===== src/rtl/alu_pipe_flags.sv =====
// Single-entry registered ALU stage with valid/ready handshake, an architectural
// carry register for multi-transaction ADC/SBC chains, and optional signed saturation.
module alu_pipe_flags #(
  parameter int unsigned WIDTH  = 8,
  parameter bit          SAT_EN = 1'b0
) (
  input  logic             clk,
  input  logic             rst,
  input  logic             in_valid,
  output logic             in_ready,
  input  logic [WIDTH-1:0] a,
  input  logic [WIDTH-1:0] b,
  input  logic [2:0]       alu_op,
  input  logic             carry_clr,
  output logic             out_valid,
  input  logic             out_ready,
  output logic [WIDTH-1:0] result,
  output logic [3:0]       flags,
  output logic             carry_q
);

  localparam int unsigned MSB = WIDTH - 1;
  localparam int unsigned EW  = WIDTH + 1;

  typedef enum logic [2:0] {
    OP_ADD = 3'd0,
    OP_SUB = 3'd1,
    OP_ADC = 3'd2,
    OP_SBC = 3'd3,
    OP_ABS = 3'd4,
    OP_AND = 3'd5,
    OP_OR  = 3'd6,
    OP_XOR = 3'd7
  } op_e;

  localparam logic [WIDTH-1:0] MAX_POS = {1'b0, {(WIDTH-1){1'b1}}};
  localparam logic [WIDTH-1:0] MIN_NEG = {1'b1, {(WIDTH-1){1'b0}}};

  op_e             op;
  logic            cin;
  logic            accept;
  logic [EW-1:0]   ext;
  logic [WIDTH-1:0] raw;
  logic [WIDTH-1:0] res_c;
  logic            c_c;
  logic            v_c;
  logic            neg_true;

  assign op       = op_e'(alu_op);
  assign cin      = carry_clr ? 1'b0 : carry_q;
  assign in_ready = !out_valid || out_ready;
  assign accept   = in_valid && in_ready;

  // Datapath: raw result, carry/borrow, signed overflow, then optional clamp.
  always_comb begin
    ext      = '0;
    raw      = '0;
    c_c      = 1'b0;
    v_c      = 1'b0;
    neg_true = a[MSB];
    res_c    = '0;
    case (op)
      OP_ADD, OP_ADC: begin
        ext = {1'b0, a} + {1'b0, b} + ((op == OP_ADC) ? EW'(cin) : EW'(0));
        raw = ext[WIDTH-1:0];
        c_c = ext[WIDTH];
        v_c = (a[MSB] == b[MSB]) && (raw[MSB] != a[MSB]);
      end
      OP_SUB, OP_SBC: begin
        ext = {1'b0, a} - {1'b0, b} - ((op == OP_SBC) ? EW'(cin) : EW'(0));
        raw = ext[WIDTH-1:0];
        c_c = ext[WIDTH];
        v_c = (a[MSB] != b[MSB]) && (raw[MSB] != a[MSB]);
      end
      OP_ABS: begin
        raw      = a[MSB] ? (~a + WIDTH'(1)) : a;
        v_c      = (a == MIN_NEG);
        neg_true = 1'b0;
      end
      OP_AND: raw = a & b;
      OP_OR:  raw = a | b;
      OP_XOR: raw = a ^ b;
    endcase
    res_c = raw;
    // On overflow the true result has the sign of a (ABS is always positive).
    if (SAT_EN && v_c) begin
      res_c = neg_true ? MIN_NEG : MAX_POS;
    end
  end

  always_ff @(posedge clk) begin
    if (rst) begin
      out_valid <= 1'b0;
      result    <= '0;
      flags     <= '0;
      carry_q   <= 1'b0;
    end else if (accept) begin
      out_valid <= 1'b1;
      result    <= res_c;
      flags     <= {c_c, v_c, (res_c == '0), res_c[MSB]};
      carry_q   <= c_c;
    end else begin
      if (out_valid && out_ready) begin
        out_valid <= 1'b0;
      end
      if (carry_clr) begin
        carry_q <= 1'b0;
      end
    end
  end

endmodule


===== config.mk =====
export PLATFORM = sky130hd
export DESIGN_NAME = alu_pipe_flags
export DESIGN_NICKNAME = d
export VERILOG_FILES = /design/src/rtl/alu_pipe_flags.sv
export SDC_FILE = /design/constraint.sdc
export NUM_CORES = 1
export LEC_CHECK = 0
export ABC_AREA = 0
export ABC_CLOCK_PERIOD_IN_PS = 9290
export CORE_MARGIN = 5
export CORE_UTILIZATION = 29
export CTS_BUF_LIST = sky130_fd_sc_hd__clkbuf_8
export DETAILED_ROUTE_END_ITERATION = 16
export SYNTH_ARGS = -nofsm -noshare
export SYNTH_HDL_FRONTEND = slang
export SYNTH_SLANG_ARGS = --single-unit

===== constraint.sdc =====
create_clock -name clk -period 9.29 [get_ports clk]
set_input_delay 1.858 -clock clk [delete_from_list [all_inputs] [get_ports clk]]
set_output_delay 1.858 -clock clk [all_outputs]
set_load 0.02 [all_outputs]

==> summary.txt <==
Status
  • Status: complete, no violations

STA
  • Rel. slew slack: 38.2%
  • Setup TNS: 0 ns
  • Pins Over Slew Limit: 0
  • Final Hold Viols: 0
  • RSZ-0062 raised after global routing: false
  • Tcrit/Tclk final: 55.7%
  • Fmax: between 150 and 200 MHz
  • Endpoints failing setup: 0
  • Min Hold Slack: 0.454 ns
  • Max Clock Skew: approximately 0.00097 ns
  • Worst-Margin Slew: 0.925 ns
  • Min Tclk post-route: 5.17 ns

Global route
  • First-pass GRT wire length: 8700 microns
  • GRT overflow: 0
  • Antenna violations before repair: 0
  • Vias in the first global route: 1,849
  • Busiest grt layer: met2
  • Met3 Resource Use GR: 1.05%
  • GRT Overall Usage: 12.1%
  • Met2 Use GR: 21.1%
  • Largest net degree at the start of global routing: 24
  • Met1 Track Usage GR: 15.6%

Drt
  • Via count: roughly 1.9k
  • Final WL: 5320 microns
  • Post-DRT Antenna Nets: 0
  • Vias/cell: 4.81
  • Initial DRC Count: ~120
  • DR WL/cell: 13.4 microns
  • Drt drc: 0
  • Initial DRT Pass Iterations: 4

Synthesis
  • Unique masters post-synth: 47
  • Async S/R FF share, synth: 0%
  • Cell area after synthesis: 2030 sq um
  • Synth Instances: 268
  • Mean Syn Cell Area: 7.57 sq um
  • Commonest register cell after synthesis: dfxtp_1
  • Synthesized-area fraction occupied by adder cells: 23.1%
  • Syn nets: ~330
  • Sequential share of the synthesized area: 12.8%
  • Post-synth EDFFs: 0
  • Yosys warns: 0
  • Synth Area in XOR/XNOR: 6.05%
  • Largest family of logic cells by synthesized area: adder cells
  • Post-Synth Simple-Gate Area: 19.7%
  • Post-synthesis mux area share: 7.09%
  • #FFs+latches synth: 13
  • Post-synthesis compound-gate area fraction: 22.9%

Clock network
  • Total CTS buffers: 3
  • Clock sinks: 13
  • Root buf cell: clkbuf_8
  • Cts hold-fix bufs: 0
  • Post-CTS resize count: 0
  • Skew-Pair Late Insertion Delay: 0.24 ns
  • Clk buf depth: 2
  • Setup Fix Bufs, Post-CTS: 0
  • H-tree depth reported by CTS: 1
  • Clock transition at path regs: 0.05 ns
  • CTS tree: done

Floorplan
  • Starting Density: 29.9%
  • Die extent in x: 93.6 microns
  • Core Region: 6790 sq um
  • Die area: roughly 8800 sq um
  • Die height: 93.6 microns
  • Cell Rows: 30
  • I/O Pins: 39

Setup path
  • Crit path DAT: between 5 and 6 ns
  • Crit path kind: in2reg
  • Worst Path Required: 9.42 ns
  • Setup crit start kind: primary input
  • CP endpoint kind: flop
  • Crit-path max FO: 23

Place
  • I/O Buffers: 38
  • Placer Congestion: 0.913
  • Hpwl dp: 4290 microns

Cells and area
  • Layout cell share with drive strength beyond 1: 3.65%
  • Nets: 361
  • Fin util: 37.2%
  • FILL cells: 709
  • # diodes: 0
  • P&R area growth vs syn: 24.5%

Power
  • Leakage: 1.09 nW
  • Worst IR drop on VDD: 36.4 uV
  • Power per standard cell area: between 90 and 100 nW/um^2
  • Power, Total: approximately 0.24 mW

Hold path
  • Worst min-delay path class: reg2reg

Job
  • Max_cap viols: 0
worst max-delay path, stage by stage:
cell             delay, ns
clkdlybuf4s50_1       0.83
nor2b_1               0.39
nand3_1               0.16
fa_1                  0.48
fa_1                  0.41
o21a_1                0.18
nor2_1                0.14
xor2_1                0.09
o221ai_1              0.36
nor2b_1               0.10
o211ai_1              0.23
o21ai_2               0.08
through the flow:
stage	cells	worst slack, ns	cell area [sq um]
CTS	397	4.12	2520
detailed placement	393	3.88	2480
finish	397	4.12	2520
global route	397	3.80	2520
global placement	393	3.88	2480
floorplan	268	4.89	2030
synth_stat cells, drive strengths merged, types with 5 or more instances:
master	number	area, sq um
o21a	5	37.5
o21ai	14	73.8
ha	31	388
mux2i	11	110
nor2	29	109
a21oi	19	95.1
nand2b	8	50.1
nand2	21	78.8
nor2b	7	43.8
xnor2	10	87.6
a31oi	5	31.3
dfxtp	13	260
buf	6	41.3
inv	30	113
cells in the final DEF, fill, tap and decap left out, types with 3 or more instances in the layout:
cell | Yosys | final
a21o_1 | 4 | 4
a21oi_1 | 19 | 19
a31oi_1 | 5 | 5
and3_1 | 4 | 4
clkbuf_8 | 0 | 3
clkdlybuf4s50_1 | 0 | 38
dfxtp_1 | 13 | 13
fa_1 | 4 | 4
ha_1 | 31 | 31
inv_1 | 30 | 31
mux2i_1 | 11 | 11
nand2_1 | 21 | 21
nand2b_1 | 8 | 8
nor2_1 | 29 | 29
nor2b_1 | 7 | 7
o211ai_1 | 3 | 3
o21a_1 | 5 | 5
o21ai_0 | 6 | 6
o21ai_1 | 7 | 7
o22ai_1 | 3 | 3
o31ai_1 | 3 | 3
or3_1 | 3 | 3
xnor2_1 | 10 | 10
xor2_1 | 4 | 4
kinds of logic after synthesis:
| family | Yosys count |
|---|---|
| buffers and inverters | 40 |
| XOR/XNOR | 14 |
| AO/OA/AOI/OAI | 70 |
| multiplexers | 13 |
| adder cells (fa/ha/maj) | 35 |
| flip-flops | 13 |
| AND/OR/NAND/NOR | 83 |
report_power, final:
part / leakage [nW] / internal, mW / total (mW) / switching (mW)
registers: 0.107 / 0.0601 / 0.0621 / 0.00196
clock network: 0.0269 / 0.0291 / 0.0479 / 0.0188
logic: 0.952 / 0.0618 / 0.135 / 0.0729
registers in the layout, summed over array words and instances (netlist names):
register / count
flags: 4
carry_q: 1
out_valid: 1
result: 7
final cells by class:
class	count	area [sq um]	area share, %
multi-input combinational	215	1600	63.3
timing repair buffer	39	388	15.4
sequential	13	260	10.3
tap	96	120	4.76
inverter	30	113	4.46
clock buffer	3	41.3	1.64
clock inverter	1	3.75	0.149
worst paths after layout:
kind,cells past startpoint,end,slack [ns],startpoint
max,12,flags[1]$_SDFFE_PP0P_,4.12,alu_op[2]
min,2,flags[3]$_SDFFE_PP0P_,0.45,flags[3]$_SDFFE_PP0P_
max reg2reg,11,flags[1]$_SDFFE_PP0P_,6.34,carry_q$_SDFF_PP0_
min reg2reg,2,flags[3]$_SDFFE_PP0P_,0.45,flags[3]$_SDFFE_PP0P_
layer usage:
| metal | vias up | part of all wire (%) |
|---|---|---|
| li1 | 992 | - |
| met1 | 857 | 46 |
| met2 | 50 | 46 |
| met3 | 9 | 5.3 |
| met4 | 0 | 2.1 |
| met5 | - | 0 |
(Power assumes the default switching activity.)
